--- config.mk ---
export PLATFORM = sky130hd
export DESIGN_NAME = wb_write_queue
export DESIGN_NICKNAME = d
export VERILOG_FILES = /design/src/rtl/wb_write_queue.sv
export SDC_FILE = /design/constraint.sdc
export NUM_CORES = 1
export LEC_CHECK = 0
export BUFFER_PORTS_ARGS = -buffer_cell sky130_fd_sc_hd__buf_2
export CORE_UTILIZATION = 50
export CTS_BUF_LIST = sky130_fd_sc_hd__clkbuf_4
export DETAILED_ROUTE_END_ITERATION = 16
export PLACE_DENSITY = 0.81
export RECOVER_POWER = 50
export SYNTH_ARGS = -nofsm -noshare
export SYNTH_HDL_FRONTEND = slang
export SYNTH_SLANG_ARGS = --single-unit
--- constraint.sdc ---
create_clock -name clk -period 2.9 [get_ports clk]
set_clock_uncertainty 0.15 [all_clocks]
set_input_delay 0.58 -clock clk [delete_from_list [all_inputs] [get_ports clk]]
set_output_delay 0.58 -clock clk [all_outputs]
set_load 0.1 [all_outputs]
--- src/rtl/wb_write_queue.sv ---
// Write-back write queue: buffers WB-stage register writes and drains one per cycle.
// Optional pending-write lookup for read bypass is built when WBQ_BYPASS_EN is defined.
module wb_write_queue #(
  parameter int DEPTH = 4,
  parameter int AW    = 5,
  parameter int DW    = 32
) (
  input  logic                     clk,
  input  logic                     rst_n,
  input  logic                     in_valid,
  output logic                     in_ready,
  input  logic [AW-1:0]            in_addr,
  input  logic [DW-1:0]            in_data,
  input  logic                     rf_hold,
  output logic                     rf_we,
  output logic [AW-1:0]            rf_waddr,
  output logic [DW-1:0]            rf_wdata,
  input  logic [AW-1:0]            lk_addr,
  output logic                     lk_hit,
  output logic [DW-1:0]            lk_data,
  output logic [$clog2(DEPTH):0]   count,
  output logic                     full,
  output logic                     empty
);

  localparam int PW = $clog2(DEPTH);
  localparam int CW = PW + 1;

  logic [AW-1:0] q_addr [DEPTH];
  logic [DW-1:0] q_data [DEPTH];
  logic [PW-1:0] head;
  logic [PW-1:0] tail;
  logic [CW-1:0] cnt;
  logic          acc;
  logic          push;
  logic          pop;

  assign full     = (cnt == CW'(DEPTH));
  assign empty    = (cnt == '0);
  assign in_ready = !full;
  assign count    = cnt;

  // r0 writes complete the handshake but are never stored
  assign acc  = in_valid && in_ready;
  assign push = acc && (in_addr != '0);
  assign pop  = !rf_hold && !empty;

  // Head/tail pointers and occupancy
  always_ff @(posedge clk or negedge rst_n) begin
    if (!rst_n) begin
      head <= '0;
      tail <= '0;
      cnt  <= '0;
    end else begin
      if (push) tail <= tail + PW'(1);
      if (pop)  head <= head + PW'(1);
      unique case (1'b1)
        (push && !pop): cnt <= cnt + CW'(1);
        (pop && !push): cnt <= cnt - CW'(1);
        default:        cnt <= cnt;
      endcase
    end
  end

  // Entry storage; contents are qualified by count so no reset
  always_ff @(posedge clk) begin
    if (push) begin
      q_addr[tail] <= in_addr;
      q_data[tail] <= in_data;
    end
  end

  // Register file write port, loaded from the head on each pop
  always_ff @(posedge clk or negedge rst_n) begin
    if (!rst_n) begin
      rf_we    <= 1'b0;
      rf_waddr <= '0;
      rf_wdata <= '0;
    end else if (pop) begin
      rf_we    <= 1'b1;
      rf_waddr <= q_addr[head];
      rf_wdata <= q_data[head];
    end else begin
      rf_we    <= 1'b0;
    end
  end

`ifdef WBQ_BYPASS_EN
  logic [PW-1:0] idx;

  // Youngest match wins: scan oldest to youngest, later hits overwrite
  always_comb begin
    lk_hit  = 1'b0;
    lk_data = '0;
    idx     = '0;
    if (rf_we && (rf_waddr == lk_addr)) begin
      lk_hit  = 1'b1;
      lk_data = rf_wdata;
    end
    for (int i = 0; i < DEPTH; i++) begin
      idx = head + PW'(i);
      if ((CW'(i) < cnt) && (q_addr[idx] == lk_addr)) begin
        lk_hit  = 1'b1;
        lk_data = q_data[idx];
      end
    end
    if (lk_addr == '0) begin
      lk_hit  = 1'b0;
      lk_data = '0;
    end
  end
`else
  logic unused_lk;

  assign unused_lk = ^lk_addr;
  assign lk_hit    = 1'b0;
  assign lk_data   = '0;
`endif

endmodule

==> impl_metrics.json, run 1 <==
{
  "drt_iter0_drc": 179,
  "period_share_pct": 95.7,
  "antenna_found_initial": 0,
  "critPathBufInv": 2,
  "clockRootBuffer": "clkbuf_4",
  "cp-startpoint": "count[1]",
  "cts_buffers": 17,
  "cp.depth": 3,
  "startpoint_type": "register",
  "crit_chain": "or3b_2, inv_1, buf_2",
  "ys_top_cells_by_area": "edfxtp_1 60%, dfrtp_1 15%, mux4_2 11%, mux2_2 5.6%, buf_4 3.4%",
  "grt_pass1_vias": 3393,
  "cp_slowest_cell": "dfrtp_4",
  "endpoint_kind": "primary output",
  "cts_tree": "done",
  "wirelength_um": 12200,
  "die_h_um": 124,
  "ctsHoldBuffers": 1,
  "grt_overflow": 0,
  "row_count": 44,
  "tightest_slew_ps": 1540,
  "postCtsResizedCells": 0,
  "insertedDiodeCount": 0,
  "track_usage_pct": 17.4,
  "synth_warnings": 0,
  "yosysUniqueCellTypes": 23,
  "core-area_um2": 14500,
  "wire_per_inst_um": 19.0,
  "cts_setup_buffers": 0,
  "cts_max_level": 4,
  "max_freq_mhz": 360,
  "crit_end": "full",
  "synth_cells": 345,
  "routabilityCongestion": 0.658,
  "r2r_cells": 9,
  "ant_nets": 0,
  "ys_seq_elements": 193,
  "grt_pass1_wl_um": 18700,
  "synth_top_cell_area_share_pct": 60.0,
  "hpwl_um": 7900,
  "cpPeakStageDelay_ps": 530,
  "outcome": "finished, violations left",
  "timing.rr.start": "count[1]",
  "holdWs_ps": 135,
  "cts_buffer_depth": 2,
  "clk_pin_slew_ps": 150,
  "io_buffers": 84,
  "ff2ff_setup_slack_ps": 410,
  "layout_commonest_cell": "edfxtp_1",
  "dpl_cell_area_um2": 8040,
  "layout_setup_ws_ps": 124,
  "r2r_end": "count[2]",
  "rsz0062_at_grt": "no",
  "grt_max_degree": 40,
  "final_cell_mix": "148 x edfxtp_1, 47 x buf_2, 40 x clkbuf_1, 40 x dfrtp_1",
  "place_ws_ps": 225,
  "synth_seq_area_share_pct": 75.2,
  "chipWidth_um": 124,
  "vias": 3381,
  "nNetsFinal": 499,
  "clk_latency_ps": 550,
  "die-area_um2": 15300,
  "cp.arrival_ps": 2050,
  "drive_gt1_share_pct": 37.6,
  "synth_top_area_cell": "edfxtp_1",
  "failed_checks": "max-capacitance violations, max-slew violations",
  "drc": 0,
  "start_util_pct": 51.1,
  "design_area_um2": 8280,
  "hold_viol": 0,
  "relSlewSlack_pct": -2.87,
  "hp-class": "primary input to register",
  "drv_slew": 26,
  "drtPass1Iterations": 5,
  "synth_area_per_cell_um2": 21.5,
  "crit_type": "register to primary output",
  "path_max_fanout": 4,
  "viasPerCell": 5.25,
  "post-route-util_pct": 57.2,
  "cp.required_ps": 2170,
  "synth_area_um2": 7400,
  "critPathTopFamily": "flip-flops",
  "boundaryPins": 123,
  "cap_viol_max_count": 1,
  "finalSetupViolations": 0,
  "fin_crit_ps": 2780,
  "area_growth_syn_to_layout_pct": 11.8,
  "cts_sinks": 193
}
## synthesized netlist by cell type (all sizes together)
master / instances
mux4: 37
nor3: 1
and2: 4
buf: 44
xor2: 4
fa: 1
clkbuf: 1
nor3b: 1
o311a: 1
or3: 1
mux2i: 1
inv: 7
dfrtp: 45
conb: 1
edfxtp: 148
ha: 5
xnor2: 2
mux2: 38
or3b: 1
nor2: 2
## per-stage QoR
step                      cells  TNS [ps]
after global placement      611         0
after detailed placement    611         0
after floorplan             377      -202
after CTS                   644         0
after global routing        644         0
final                       644         0
## how the worst min path moves through the flow
stage                             from            end  slack [ps]  depth (start not counted)
after floorplan                  rst_n       count[0]         130                          0
after global placement     rf_waddr[2]    rf_waddr[2]         330                          1
after detailed placement  rf_wdata[23]   rf_wdata[23]         340                          1
after CTS                  in_data[16]  q_data[3][16]          30                          1
after global routing       in_data[16]  q_data[2][16]          70                          1
final                      in_data[31]  q_data[0][31]         130                          1
## area by class of cell
class | instances | area (um2)
Inverter | 7 | 26.3
Timing Repair Buffer | 96 | 513
Tap cell | 184 | 230
Sequential cell | 193 | 5580
Multi-Input combinational cell | 132 | 1630
Clock inverter | 11 | 143
Fill cell | 1088 | 6200
Clock buffer | 21 | 158
## metal layers
layer | vias to the layer above | share of wire, % | GRT usage (%)
met5 | - | 0 | 0
met4 | 0 | 0.98 | 5.87
met3 | 15 | 7.9 | 4.90
met2 | 136 | 50 | 28.1
met1 | 1741 | 42 | 22.8
li1 | 1489 | - | -
## registers in the layout, indices dropped and copies added, names as in the netlist
name and flops:
rf_we 1, tail 2, count 3, rf_waddr 5, head 2, rf_wdata 32, q_addr 20, q_data 128
## logic make-up (layout without fill, tap and decap cells)
group | after synthesis | count (layout) | share of synthesized area (%)
buffers and inverters | 52 | 135 | 4.70
DFF | 193 | 193 | 75.2
and+or+nand+nor | 10 | 10 | 0.879
adders and majority gates | 6 | 6 | 1.12
other | 1 | 33 | 0.0507
muxes | 76 | 76 | 17.2
xor gates and xnor gates | 6 | 6 | 0.710
AOI/OAI and AO/OA | 1 | 1 | 0.135
Power of run 1 is left out: the tool's default activity adds up to more than one toggle a clock period on the data nets, which glitch-free logic cannot reach.
==> inputs of run 2 (changes only) <==
--- a/config.mk
+++ b/config.mk
@@ -9,6 +9,7 @@
 export CORE_UTILIZATION = 50
 export CTS_BUF_LIST = sky130_fd_sc_hd__clkbuf_4
 export DETAILED_ROUTE_END_ITERATION = 16
+export MAX_ROUTING_LAYER = met4
 export PLACE_DENSITY = 0.81
 export RECOVER_POWER = 50
 export SYNTH_ARGS = -nofsm -noshare
==> impl_metrics.json, run 2 (same netlist as run 1, synthesis figures left out) <==
{
  "outcome": "finished clean",
  "grt_pass1_wl_um": 18700,
  "endpoint_kind": "primary output",
  "die-area_um2": 15300,
  "ctsHoldBuffers": 1,
  "dpl_cell_area_um2": 8040,
  "area_growth_syn_to_layout_pct": 11.8,
  "max_freq_mhz": 364,
  "cpPeakStageDelay_ps": 520,
  "grt_max_degree": 40,
  "crit_chain": "or3b_2, inv_1, buf_2",
  "top_regs": "q_data x128, rf_wdata x32, q_addr x20",
  "row_count": 44,
  "cts_buffers": 17,
  "fin_crit_ps": 2750,
  "cts_setup_buffers": 0,
  "viasPerCell": 5.23,
  "track_usage_pct": 17.9,
  "routabilityCongestion": 0.664,
  "wire_per_inst_um": 18.8,
  "chipWidth_um": 124,
  "cts_sinks": 193,
  "tightest_slew_ps": 1480,
  "die_h_um": 124,
  "hpwl_um": 7900,
  "crit_type": "register to primary output",
  "ant_nets": 0,
  "final_cell_mix": "148 x edfxtp_1, 47 x buf_2, 40 x clkbuf_1, 40 x dfrtp_1",
  "nNetsFinal": 499,
  "cp_slowest_cell": "dfrtp_4",
  "cp.required_ps": 2170,
  "start_util_pct": 51.1,
  "drt_iter0_drc": 161,
  "hp-class": "primary input to register",
  "clk_latency_ps": 530,
  "boundaryPins": 123,
  "period_share_pct": 94.8,
  "layout_setup_ws_ps": 152,
  "core-area_um2": 14500,
  "final_cells": 644,
  "clk_pin_slew_ps": 140,
  "grt_overflow": 0,
  "design_area_um2": 8280,
  "drv_slew": 0,
  "cap_viol_max_count": 0,
  "cp.arrival_ps": 2020,
  "rsz0062_at_grt": "no",
  "antenna_found_initial": 0,
  "insertedDiodeCount": 0,
  "finalSetupViolations": 0,
  "io_buffers": 84,
  "drtPass1Iterations": 4,
  "drc": 0,
  "startpoint_type": "register",
  "vias": 3366,
  "path_max_fanout": 4,
  "relSlewSlack_pct": 1.34,
  "cts_max_level": 4,
  "dp_cells": 611,
  "layout_commonest_cell": "edfxtp_1",
  "cts_buffer_depth": 2,
  "postCtsResizedCells": 0,
  "regMostFlops": "q_data",
  "drive_gt1_share_pct": 37.6,
  "fill_cells": 1088,
  "wirelength_um": 12100,
  "hold_viol": 0,
  "grt_pass1_vias": 3393,
  "largest_register_ffs": 128,
  "cts_tree": "done",
  "clockRootBuffer": "clkbuf_4",
  "place_ws_ps": 225
}
run 2: through the flow:
stage / utilization [%] / hold WS, ps / setup TNS (ps)
final: 57.2 / 155 / 0
after global routing: 57.2 / 61.8 / 0
after CTS: 57.7 / 34.7 / 0
after detailed placement: 55.5 / 340 / 0
after global placement: 55.5 / 335 / 0
after floorplan: - / 134 / -202
run 2: final cells by class:
cell class / instances / area, um2 / area share, %
Sequential cell: 193 / 5580 / 67.4
Multi-Input combinational cell: 132 / 1630 / 19.6
Timing Repair Buffer: 96 / 513 / 6.20
Tap cell: 184 / 230 / 2.78
Clock buffer: 21 / 158 / 1.90
Clock inverter: 11 / 143 / 1.72
Inverter: 7 / 26.3 / 0.317
run 2: routing by layer:
metal	wire (um)	part of all wire [%]	GRT usage, %
met1	4940	41	22.9
met2	6200	51	28.1
met3	943	7.8	4.90
met4	27	0.22	5.87
met5	0	0	-
run 2: worst max-delay path, delay by kind of cell, from the launching register on:
| kind | cells | cell delay (ps) |
|---|---|---|
| buffers and inverters | 2 | 470 |
| DFF | 1 | 520 |
| and+or+nand+nor | 1 | 500 |
run 2: path summary, 6_finish.rpt:
| check | slack [ps] | to | from | depth (start not counted) |
|---|---|---|---|---|
| min in group asynchronous | 690 | rf_wdata[20] | rst_n | 3 |
| hold / removal | 160 | q_data[2][26] | in_data[26] | 1 |
| setup reg to reg | 410 | count[2] | count[1] | 9 |
| hold reg to reg | 360 | rf_wdata[23] | rf_wdata[23] | 1 |
| setup / recovery | 150 | full | count[1] | 3 |
| max in group asynchronous | 690 | count[2] | rst_n | 3 |
Power of run 2 is left out for the same reason.
